## config.mk

```make
export PLATFORM = sky130hd
export DESIGN_NAME = jmb_horz_decim_by_2
export DESIGN_NICKNAME = d
export VERILOG_FILES = /design/src/rtl/jmb_horz_decim_by_2_pkg.sv /design/src/rtl/jmb_pair_avg.sv /design/src/rtl/jmb_horz_decim_by_2.sv
export SDC_FILE = /design/constraint.sdc
export NUM_CORES = 1
export LEC_CHECK = 0
export ABC_AREA = 1
export CORE_ASPECT_RATIO = 0.8
export CORE_MARGIN = 4
export CORE_UTILIZATION = 45
export CTS_CLUSTER_SIZE = 40
export DETAILED_ROUTE_END_ITERATION = 7
export HOLD_SLACK_MARGIN = 0.08
export MAX_ROUTING_LAYER = met4
export PLACE_DENSITY = 0.68
export SYNTH_ARGS = -nofsm -noshare
export SYNTH_HDL_FRONTEND = slang
export SYNTH_HIERARCHICAL = 1
export SYNTH_SLANG_ARGS = --single-unit
```

## constraint.sdc

```tcl
create_clock -name clock -period 2.3 [get_ports clock]
set_input_delay 0.345 -clock clock [delete_from_list [all_inputs] [get_ports clock]]
set_output_delay 0.345 -clock clock [all_outputs]
set_load 0.01 [all_outputs]
```

## src/rtl/jmb_horz_decim_by_2_pkg.sv

```systemverilog
// Shared definitions for the horizontal by-2 decimator: state encoding and
// default stream geometry.
package jmb_horz_decim_by_2_pkg;

  typedef enum logic {
    S_EVEN = 1'b0,
    S_ODD  = 1'b1
  } state_t;

  localparam int JMB_PIX_W  = 8;
  localparam int JMB_LINE_W = 640;

endpackage

```

## src/rtl/jmb_pair_avg.sv

```systemverilog
// Combinational mean of two pixels, optionally rounding half up. Shared with
// the vertical decimator.
module jmb_pair_avg #(
  parameter int DATA_W = 8,
  parameter int ROUND  = 1
) (
  input  logic [DATA_W-1:0] a,
  input  logic [DATA_W-1:0] b,
  output logic [DATA_W-1:0] avg
);

  logic [DATA_W:0] sum;

  // One extra bit holds the carry; after the shift the mean always fits DATA_W.
  assign sum = {1'b0, a} + {1'b0, b} + (DATA_W + 1)'(ROUND);
  assign avg = DATA_W'(sum >> 1);

endmodule

```

## src/rtl/jmb_horz_decim_by_2.sv

```systemverilog
// Horizontal 2:1 pixel decimator: averages adjacent pixel pairs of each line,
// with valid/ready on both sides and an optional line-length check.
module jmb_horz_decim_by_2
  import jmb_horz_decim_by_2_pkg::*;
#(
  parameter int DATA_W = JMB_PIX_W,
  parameter int ROUND  = 1,
  parameter int LINE_W = JMB_LINE_W,
  parameter int CNT_W  = 12
) (
  input  logic              clock,
  input  logic              reset_n,
  input  logic              valid_in,
  output logic              ready_out,
  input  logic [DATA_W-1:0] data_in,
  input  logic              last_in,
  output logic              valid_out,
  input  logic              ready_in,
  output logic [DATA_W-1:0] data_out,
  output logic              last_out,
  output logic              line_err
);

  state_t            state;
  state_t            state_nxt;
  logic [DATA_W-1:0] hold;
  logic [DATA_W-1:0] pair_mean;
  logic              accept;
  logic              take_even;
  logic              produce;

  assign ready_out = !valid_out || ready_in;
  assign accept    = valid_in && ready_out;

  jmb_pair_avg #(
    .DATA_W (DATA_W),
    .ROUND  (ROUND)
  ) u_pair_avg (
    .a   (hold),
    .b   (data_in),
    .avg (pair_mean)
  );

  // NOTE: every output of this block is defaulted first so no path infers a latch.
  always_comb begin
    state_nxt = state;
    take_even = 1'b0;
    produce   = 1'b0;
    if (accept) begin
      case (state)
        S_EVEN: begin
          if (last_in) begin
            produce = 1'b1;
          end else begin
            take_even = 1'b1;
            state_nxt = S_ODD;
          end
        end
        S_ODD: begin
          produce   = 1'b1;
          state_nxt = S_EVEN;
        end
        default: state_nxt = S_EVEN;
      endcase
    end
  end

  // NOTE: sequential state uses non-blocking assignments so all registers update together.
  always_ff @(posedge clock or negedge reset_n) begin
    if (!reset_n) begin
      state <= S_EVEN;
      hold  <= '0;
    end else begin
      state <= state_nxt;
      if (take_even) hold <= data_in;
    end
  end

  // A fresh pixel reloads the register even while draining, keeping valid high.
  always_ff @(posedge clock or negedge reset_n) begin
    if (!reset_n) begin
      valid_out <= 1'b0;
      data_out  <= '0;
      last_out  <= 1'b0;
    end else if (produce) begin
      valid_out <= 1'b1;
      data_out  <= (state == S_ODD) ? pair_mean : data_in;
      last_out  <= (state == S_ODD) ? last_in : 1'b1;
    end else if (ready_in) begin
      valid_out <= 1'b0;
    end
  end

  generate
    if (LINE_W != 0) begin : g_line_chk
      logic [CNT_W-1:0] px_cnt;
      logic             len_bad;

      assign len_bad = ({1'b0, px_cnt} + 1'b1) != (CNT_W + 1)'(LINE_W);

      always_ff @(posedge clock or negedge reset_n) begin
        if (!reset_n) begin
          px_cnt   <= '0;
          line_err <= 1'b0;
        end else begin
          line_err <= 1'b0;
          if (accept) begin
            if (last_in) begin
              line_err <= len_bad;
              px_cnt   <= '0;
            end else if (px_cnt != '1) begin
              px_cnt <= px_cnt + 1'b1;
            end
          end
        end
      end
    end else begin : g_no_line_chk
      assign line_err = 1'b0;
    end
  endgenerate

endmodule

```

Word-level counts from Yosys, hierarchy flattened --
Cells that the tools add are included.
Word-level totals: logic and storage cells 35, input bits 13, bits in registers 32, output and inout port bits 12
Cells by class: reduce and logical (&&, ||, !) cells 6, $add $sub $neg 4, mux-type cells 15, bitwise gates (word level) 1, equality and inequality tests 2
Operators by type and width (number):
- two-way mux 12 bit | 2
- adder 12 x 1 -> 13 bit (second input constant) | 1
- != test 13 x 10 -> 1 bit (second input constant) | 1
- adder 12 x 1 -> 12 bit (second input constant) | 1
- != test 12 bit (second input constant) | 1
- two-way mux 1 bit | 10
- adder 8 x 8 -> 9 bit | 1
- adder 9 x 1 -> 9 bit (second input constant) | 1
- two-way mux 8 bit | 1
- case mux 1 bit (2 select lines) | 2
- nonzero test 2 bit | 2
- AND reduction 2 bit | 1
- logical AND 1 bit | 1
- logical NOT 1 bit | 1
- logical OR 1 bit | 1
- NOT 1 bit | 1

Longest topological paths before layout --
Gate-level depths: netlist (run 1).
depth after elaboration 5, depth in mapped cells 11, gate-level depth less buffers 11

Hierarchy --
The synthesis (run 1) kept the hierarchy.
Modules (own cells, without submodules):
- jmb_horz_decim_by_2 | instances 1, cells each 214, area an instance 1686.6 sq um
- jmb_pair_avg | instances 1, cells each 61, area an instance 365.4 sq um

Worst setup path before layout (run 1) --
No wires, ideal clock.
kind input port to flip-flop, start point in data_in[0], end point reg data_out[7], setup time 123 ps, cell stages on the path 11, arrival time 1505 ps, path buffers 0, path slack 671 ps, cells stage by stage inv_1 -> nand2_8 -> fa_1 -> nand3_1 -> nand2_1 -> nand2_1 -> nand2_1 -> nand2_1 -> nand2_1 -> o21ai_0 -> o21ai_1
On the way: longest elaborated chain between the ends 3
Ends and longest elaborated chain:
- start: declaration | line jmb_horz_decim_by_2.sv:15 | input logic [DATA_W-1:0] data_in,
- adder 8 x 8 -> 9 bit | line jmb_pair_avg.sv:15 | assign sum = {1'b0, a} + {1'b0, b} + (DATA_W + 1)'(ROUND);
- adder 9 x 1 -> 9 bit | line jmb_pair_avg.sv:15
- via pair_mean[7] | line jmb_horz_decim_by_2.sv:27 | logic [DATA_W-1:0] pair_mean;
- two-way mux 8 bit | line jmb_horz_decim_by_2.sv:87 | data_out <= (state == S_ODD) ? pair_mean : data_in;
- end signal: assignment | line jmb_horz_decim_by_2.sv:87
- end: declaration | line jmb_horz_decim_by_2.sv:19 | output logic [DATA_W-1:0] data_out,
The timed path passes the listed nets, and every way through them passes these cells. A chain may end at the register's enable or synchronous reset.

Worst setup path after layout (run 1) --
start point in data_in[0], end point reg data_out[5]
The elaborated chain is that of the path after synthesis.

==> PnR_summary.wiki, run 1 <==
{| class="wikitable"
! Metric !! Value
|-
| Adder-cell share of the synthesized area || 6.46%
|-
| Period Utilization, post-route || 81.9%
|-
| Combinational share of power || 34.6%
|-
| Worst Hold Slack || 0.450 ns
|-
| Type of the worst min-delay path || in2async
|-
| Actual slew at the worst max-slew pin || about 0.51 ns
|-
| Number of distinct library cells after synthesis || 27
|-
| Cell area after technology mapping || 2050 µm²
|-
| Synth warn || 6
|-
| Max-slew violation total from the final report || 0
|-
| Worst setup EP type || flip-flop
|-
| Via density || 4.76
|-
| Wire length of the first global-routing pass || approximately 7.5 mm
|-
| Final wirelength || 4.33 mm
|-
| Remaining number of nets flagged by the antenna check after routing || 0
|-
| R2R Setup Slk || 0.54 ns
|-
| I/O pin cnt || 25
|-
| Largest incremental delay on the critical path || 0.42 ns
|-
| H-Tree Level Count || 2
|-
| CTS root buf || sky130_fd_sc_hd__clkbuf_8
|-
| Number of antenna violations at the first check in global routing || 0
|-
| Critical Path Fanout Max || 2
|-
| Insertion delay of the later-clocked pin in the worst-skew pair || 0.28 ns
|-
| Average size of a mapped cell || about 7.5 µm²
|-
| # rows || 21
|-
| Crit start category || primary input
|-
| Final RePlAce weighted congestion || 0.822
|-
| Number of nets in the synthesized netlist || 298
|-
| Number of CTS-inserted buffers || 5
|-
| Total setup buffers inserted after CTS || 0
|-
| Number of nets in the final layout || 327
|-
| Largest family of logic cells by synthesized area || simple AND/OR/NAND/NOR gates
|-
| Die Wd || 83.5 µm
|-
| Total global-route track usage || 17.0%
|-
| Count of hold-fix buffers inserted at cts || 0
|-
| Count of unresolved DRC violations after routing || 0
|-
| Relative slew slack || 65.7%
|-
| Power per cell area || 795 nW/µm²
|-
| Vertical die dimension || 68.4 µm
|-
| Synthesized-area fraction occupied by ao, oa, aoi and oai cells || 13.2%
|-
| Clock buffer depth || 2
|-
| Multiplexer area fraction after synthesis || 0%
|-
| R2r startpoint || hold[0]
|-
| Setup TNS after final layout || 0 ns
|-
| Outcome || complete, no violations
|-
| Clock sink count || 32
|-
| Fmax || around 530 MHz
|-
| Post-Synthesis Cells || 275
|-
| Setup violators final || 0
|-
| Number of global-route vias before repair || about 1600
|-
| Ant diodes || 0
|-
| Sequential element share of the synthesized area || 39.0%
|-
| Layout-stage area growth over the synthesis result || 20.0%
|-
| Leakage power figure || between 1 and 1.5 nW
|-
| Pre-Repair DR Iteration Count || 4
|-
| Psw || 662 µW
|-
| Post-cts gate resize count || 0
|-
| Final Skew || 0.00482 ns
|-
| TritonCTS clock tree || built
|-
| Detailed router's first-iteration violation count || 87
|-
| Clock-pin slew reported for the worst setup and hold paths after clock tree synthesis || 0.07 ns
|-
| Total of buffers placed on input and output ports || 24
|-
| Clock power frac || 27.4%
|-
| Overflow left after global routing || 0
|-
| Number of vias after detailed routing || 1724
|-
| Post-Synth Simple-Gate Area || 31.2%
|-
| Avg WL per Cell || 12.0 µm
|-
| Sum of net half-perimeters after detailed placement || 3.19 mm
|-
| Hold violation total from the final report || 0
|-
| Sequence of cells on the critical path || clkdlybuf4s50_1 -> inv_1 -> nand2_8 -> fa_1 -> nand3_1 -> nand2_1 -> nand2_1 -> nand2_1 -> nand2_1 -> nand2_1 -> o21ai_0 -> o21ai_1
|-
| Max-cap check violation count || 0
|-
| Finished Core Util || 57.5%
|-
| Filler Cells Inserted || 409
|-
| Switching power share of the total || 33.8%
|-
| Unrepaired setup endpoints after global routing || false
|-
| Area of the placeable core || 4280 µm²
|-
| Total die area || 5710 µm²
|-
| Synthesized-area fraction occupied by xor and xnor cells || between 1 and 1.5%
|-
| CP dominant cell by count || sky130_fd_sc_hd__nand2_1
|-
| Slowest cell on the critical path || sky130_fd_sc_hd__clkdlybuf4s50_1
|-
| Internal cell power || 1.30 mW
|-
| Reg2reg path depth || 11
|-
| Worst Setup Path Type || in2reg
|-
| Final Critical Period || 1.88 ns
|-
| Critical register-to-register path endpoint || data_out[5]
|-
| Largest net degree at the start of global routing || 33
|-
| Sequential cell fraction of total power || 38.0%
|-
| Worst vdd ir || 0.460 mV
|-
| Required time of the critical path || roughly 2.5 ns
|-
| Initial cell density of the core || 47.9%
|-
| Ratio of cells with drive above 1 in the final layout || 11.5%
|-
| Number of storage elements in the synthesis netlist || 32
|-
| Arrival time reported for the critical path endpoint || 2.05 ns
|}
-- worst max-delay path: cells and delay by family --
family / cells / cell delay [ns]
buffers and inverters: 2 / 0.56
AO/OA/AOI/OAI: 2 / 0.23
AND/OR/NAND/NOR: 7 / 0.51
adder cells (fa/ha/maj): 1 / 0.41
-- through the flow --
step	worst slack [ns]	cells	area [µm²]	power, mW
CTS	0.415	362	2460	1.98
floorplan	0.671	275	2050	1.19
finish	0.416	362	2460	1.96
global route	0.297	362	2460	2.10
global placement	0.147	354	2350	1.42
detailed placement	0.109	354	2350	1.43
-- power groups by stage --
stage | sequential [mW] | clock [mW] | combinational, mW
2_1_floorplan | 0.768 | 0 | 0.422
3_3_place_gp | 0.752 | 0 | 0.671
3_5_place_dp | 0.753 | 0 | 0.680
4_1_cts | 0.744 | 0.552 | 0.683
5_1_grt | 0.758 | 0.580 | 0.762
6_report | 0.744 | 0.535 | 0.678
-- cell families (layout without fill, tap and decap cells) --
family                     count (synthesis)  count (layout)
buffers and inverters                     46              76
DFF                                       32              32
xor gates and xnor gates                   3               3
AOI/OAI and AO/OA                         42              42
and+or+nand+nor                          142             142
adders and majority gates                 10              10
-- final cells by class --
class                      instances  area, µm²  area share [%]
clock buffer                       6       72.6            2.95
clock inverter                     2       35.0            1.42
inverter                          42        158            6.40
multi-input combinational        197       1070            43.4
sequential                        32        801            32.5
tap                               57       71.3            2.90
timing repair buffer              26        255            10.4
-- worst max path at each step --
stage                     startpoint     endpoint  slack (ns)
final                     data_in[0]  data_out[5]        0.42
after global routing      data_in[0]  data_out[7]        0.30
after CTS                 data_in[0]  data_out[5]        0.42
after detailed placement  data_in[0]  data_out[5]        0.11
after global placement    data_in[0]  data_out[7]        0.15
after floorplan           data_in[0]  data_out[7]        0.67
-- registers in the layout (all words and copies together), names as in the netlist --
register and cells:
g_line_chk.px_cnt 12, data_out 8, hold 8, last_out 1, line_err 1, state 1
valid_out 1
-- Yosys cell counts --
library cell	number	area share (%)
sky130_fd_sc_hd__nand3_2	1	0.49
sky130_fd_sc_hd__buf_2	1	0.24
sky130_fd_sc_hd__nor2_4	1	0.55
sky130_fd_sc_hd__clkinv_1	2	0.37
sky130_fd_sc_hd__nand3_4	1	0.85
sky130_fd_sc_hd__buf_6	1	0.55
sky130_fd_sc_hd__xor2_1	3	1.3
sky130_fd_sc_hd__nor2_1	16	2.9
sky130_fd_sc_hd__inv_1	35	6.4
sky130_fd_sc_hd__o22ai_2	4	2.4
sky130_fd_sc_hd__dfrtp_1	32	39
sky130_fd_sc_hd__o21ai_0	19	4.6
sky130_fd_sc_hd__clkbuf_1	2	0.37
sky130_fd_sc_hd__nand2_1	88	16
sky130_fd_sc_hd__ha_1	9	5.5
sky130_fd_sc_hd__nor2_2	2	0.61
sky130_fd_sc_hd__nand2_4	2	1.1
sky130_fd_sc_hd__nand2_8	1	0.98
sky130_fd_sc_hd__a21oi_1	4	0.98
sky130_fd_sc_hd__o21ai_1	9	2.2
sky130_fd_sc_hd__nand2_2	3	0.91
sky130_fd_sc_hd__nand4_1	2	0.61
sky130_fd_sc_hd__o21ai_2	5	2.1
sky130_fd_sc_hd__fa_1	1	0.98
sky130_fd_sc_hd__nand3_1	25	6.1
sky130_fd_sc_hd__inv_2	5	0.91
sky130_fd_sc_hd__a21oi_4	1	0.79
-- layer usage --
metal / vias to the layer above / share of wire, % / track usage, %
li1: 930 / - / -
met1: 764 / 56 / 23.9
met2: 23 / 40 / 25.0
met3: 7 / 3.0 / 3.61
met4: 0 / 1.3 / 4.82
met5: - / 0 / -
-- placed cells by master (no fill, tap or decap), types with 3 or more instances in the layout --
cell and count:
sky130_fd_sc_hd__nand2_2 3, sky130_fd_sc_hd__nand3_1 25, sky130_fd_sc_hd__o21ai_0 19, sky130_fd_sc_hd__a21oi_1 4, sky130_fd_sc_hd__xor2_1 3, sky130_fd_sc_hd__o21ai_2 5
sky130_fd_sc_hd__inv_1 35, sky130_fd_sc_hd__dfrtp_1 32, sky130_fd_sc_hd__ha_1 9, sky130_fd_sc_hd__nand2_1 88, sky130_fd_sc_hd__clkbuf_8 5, sky130_fd_sc_hd__o21ai_1 9
sky130_fd_sc_hd__clkdlybuf4s50_1 24, sky130_fd_sc_hd__nor2_1 16, sky130_fd_sc_hd__o22ai_2 4, sky130_fd_sc_hd__inv_2 5
Note: power is estimated with default switching activity, not from simulation.
==> run 2, diff against run 1 <==
--- a/config.mk
+++ b/config.mk
@@ -13,7 +13,7 @@
 export DETAILED_ROUTE_END_ITERATION = 7
 export HOLD_SLACK_MARGIN = 0.08
 export MAX_ROUTING_LAYER = met4
-export PLACE_DENSITY = 0.68
+export PLACE_DENSITY = 0.7
 export SYNTH_ARGS = -nofsm -noshare
 export SYNTH_HDL_FRONTEND = slang
 export SYNTH_HIERARCHICAL = 1
==> constraint.sdc (replaced) <==
create_clock -name clock -period 1.6 [get_ports clock]
set_input_delay 0.24 -clock clock [delete_from_list [all_inputs] [get_ports clock]]
set_output_delay 0.24 -clock clock [all_outputs]
set_load 0.01 [all_outputs]
==> run 2 against run 1 <==
  * Non-clock buffer count increased by 16
  * Sequential power increased by 45%
  * Largest power group is now combinational logic
  * Count of clock-buffer cells in the layout increased by 1
  * Global-route usage increased by 1.2 points
  * Critical path depth decreased by 1
  * Power increased by 63%
  * Clock power increased by 60%
  * Critical endpoint unchanged
  * Cell count increased by 4.4%
  * Die area unchanged
  * Via count increased by 8.8%
  * Clock skew increased by 0.0010 ns
  * Hold slack got worse by 0.14 ns
  * Highest routed layer unchanged
==> PnR_summary.wiki, run 2 (same netlist as run 1, synthesis figures left out) <==
{| class="wikitable"
! Metric !! Value
|-
| Worst Setup Path Type || reg2reg
|-
| Detailed router's first-iteration violation count || 104
|-
| Crit start category || flip-flop
|-
| Total of buffers placed on input and output ports || 24
|-
| Area of the placeable core || around 4300 µm²
|-
| Most frequent cells in the layout || 82 x sky130_fd_sc_hd__nand2_1, 34 x sky130_fd_sc_hd__inv_1, 31 x sky130_fd_sc_hd__dfrtp_1
|-
| CP dominant cell by count || sky130_fd_sc_hd__nand2_2
|-
| Max-slew violation total from the final report || 0
|-
| CTS root buf || sky130_fd_sc_hd__clkbuf_8
|-
| Relative slew slack || 65.2%
|-
| I/O pin cnt || 25
|-
| Clock-pin slew reported for the worst setup and hold paths after clock tree synthesis || roughly 0.07 ns
|-
| # rows || 21
|-
| Power per cell area || 1150 nW/µm²
|-
| Largest registers in the final layout || g_line_chk.px_cnt (12), data_out (8), hold (8)
|-
| Sum of net half-perimeters after detailed placement || 3.44 mm
|-
| Vertical die dimension || 68.4 µm
|-
| Internal cell power || 2.12 mW
|-
| Actual slew at the worst max-slew pin || 0.521 ns
|-
| Clock power frac || 26.8%
|-
| Pre-Repair DR Iteration Count || 4
|-
| Avg WL per Cell || 12.6 µm
|-
| Initial cell density of the core || 47.9%
|-
| Sum of buffers and inverters on the critical path || 1
|-
| Ant diodes || 0
|-
| Clock buffer depth || 2
|-
| Wire length of the first global-routing pass || approximately 8.0 mm
|-
| Worst vdd ir || 0.676 mV
|-
| CP delay by family, top || simple AND/OR/NAND/NOR gates
|-
| Largest net degree at the start of global routing || 33
|-
| Leakage power figure || 1.32 nW
|-
| Hold violation total from the final report || 0
|-
| Unrepaired setup endpoints after global routing || true
|-
| Setup TNS after final layout || 0 ns
|-
| Total die area || about 5700 µm²
|-
| Sequence of cells on the critical path || inv_2 -> nand2_8 -> fa_2 -> nand3_2 -> nand2_2 -> nand2_2 -> nand2_2 -> nand2_1 -> nand2_1 -> o21ai_2 -> o21ai_1
|-
| Die Wd || 83.5 µm
|-
| Final Skew || approximately 0.0059 ns
|-
| Outcome || complete, no violations
|-
| Remaining number of nets flagged by the antenna check after routing || 0
|-
| Number of nets in the final layout || 343
|-
| Arrival time reported for the critical path endpoint || 1.77 ns
|-
| Final Critical Period || 1.60 ns
|-
| Psw || 1.06 mW
|-
| Period Utilization, post-route || 99.8%
|-
| Filler Cells Inserted || approximately 380
|-
| Number of global-route vias before repair || roughly 1700
|-
| Sequential cell fraction of total power || 34.0%
|-
| Ratio of cells with drive above 1 in the final layout || about 23%
|-
| Overflow left after global routing || 0
|-
| Final wirelength || around 4.8 mm
|-
| Insertion delay of the later-clocked pin in the worst-skew pair || ~0.29 ns
|-
| Clock sink count || 32
|-
| Most flops, register || g_line_chk.px_cnt
|-
| Switching power share of the total || 33.3%
|-
| Layout-stage area growth over the synthesis result || 34.4%
|-
| Number of CTS-inserted buffers || 5
|-
| TritonCTS clock tree || built
|-
| Most common cell after layout, fill and taps aside || sky130_fd_sc_hd__nand2_1
|-
| Number of flip-flops under the largest register name || 12
|-
| Worst setup EP type || flip-flop
|-
| Combinational share of power || 39.2%
|-
| Via density || about 5.0
|-
| Final RePlAce weighted congestion || 0.866
|-
| Number of antenna violations at the first check in global routing || 0
|-
| Type of the worst min-delay path || in2reg
|-
| Number of vias after detailed routing || 1875
|-
| Critical Path Fanout Max || 2
|-
| Largest incremental delay on the critical path || 0.40 ns
|-
| Total global-route track usage || 18.2%
|-
| Slowest cell on the critical path || sky130_fd_sc_hd__dfrtp_1
|-
| Count of unresolved DRC violations after routing || 0
|-
| Fmax || 626 MHz
|-
| Max-cap check violation count || 0
|-
| Required time of the critical path || around 1.8 ns
|-
| Finished Core Util || 64.4%
|-
| Setup violators final || 0
|-
| H-Tree Level Count || 2
|}
==> run 2: worst reg2reg max path, delay by kind of cell (launching register included) <==
family                     cells  cell delay, ns
and+or+nand+nor                7            0.44
DFF                            1            0.40
adders and majority gates      1            0.35
AOI/OAI and AO/OA              2            0.19
buffers and inverters          1            0.10
==> run 2: what timing repair did <==
| action | 4_1_cts | 5_1_grt |
|---|---|---|
| hold buffers | 0 | 0 |
| buffers inserted | 1 | 1 |
| gates resized for setup | 9 | 23 |
| endpoints found under the setup margin | 3 | 14 |
| pin swaps | 9 | 8 |
==> run 2: final timing paths <==
path | start | end | slack (ns) | depth (start not counted)
setup / recovery | hold[0] | data_out[5] | 0.003 | 11
hold / removal | data_in[1] | hold[1] | 0.32 | 3
setup reg to reg | hold[0] | data_out[5] | 0.003 | 11
hold reg to reg | last_out | last_out | 0.47 | 2
max in group asynchronous | reset_n | g_line_chk.px_cnt[2] | 0.93 | 2
min in group asynchronous | reset_n | hold[3] | 0.34 | 2
==> run 2: per-layer routing <==
metal / wire (µm) / part of all wire (%) / global-route usage (%)
met5: 0 / 0 / -
met4: 42 / 0.88 / 5.82
met3: 282 / 5.9 / 4.45
met2: 2080 / 44 / 26.7
met1: 2350 / 49 / 25.0
==> run 2: power groups by stage <==
stage | sequential [mW] | combinational [mW] | clock, mW
final | 1.08 | 1.25 | 0.854
after global routing | 1.10 | 1.39 | 0.926
after CTS | 1.06 | 1.16 | 0.878
after detailed placement | 1.08 | 1.11 | 0
after global placement | 1.07 | 1.09 | 0
after floorplan | 1.10 | 0.608 | 0
==> run 2: cell type report <==
cell class                      instances  area, µm²  share of cell area (%)
Multi-Input combinational cell        197       1210                    43.8
Timing Repair Buffer                   42        393                    14.2
Clock inverter                          1       30.0                    1.09
Sequential cell                        32        802                    29.1
Inverter                               42        158                    5.72
Tap cell                               57       71.3                    2.59
Clock buffer                            7       96.3                    3.49
==> run 2: stage by stage <==
step	total power [mW]	setup slack [ns]	cell area, µm²	cells	hold slack [ns]
after CTS	3.10	-0.0220	2640	377	0.352
after global placement	2.16	-0.365	2470	368	0.457
after detailed placement	2.18	-0.427	2470	368	0.459
final	3.18	0.00342	2760	378	0.315
after floorplan	1.71	0.0362	2050	275	-0.0556
after global routing	3.41	-0.0827	2760	378	0.347
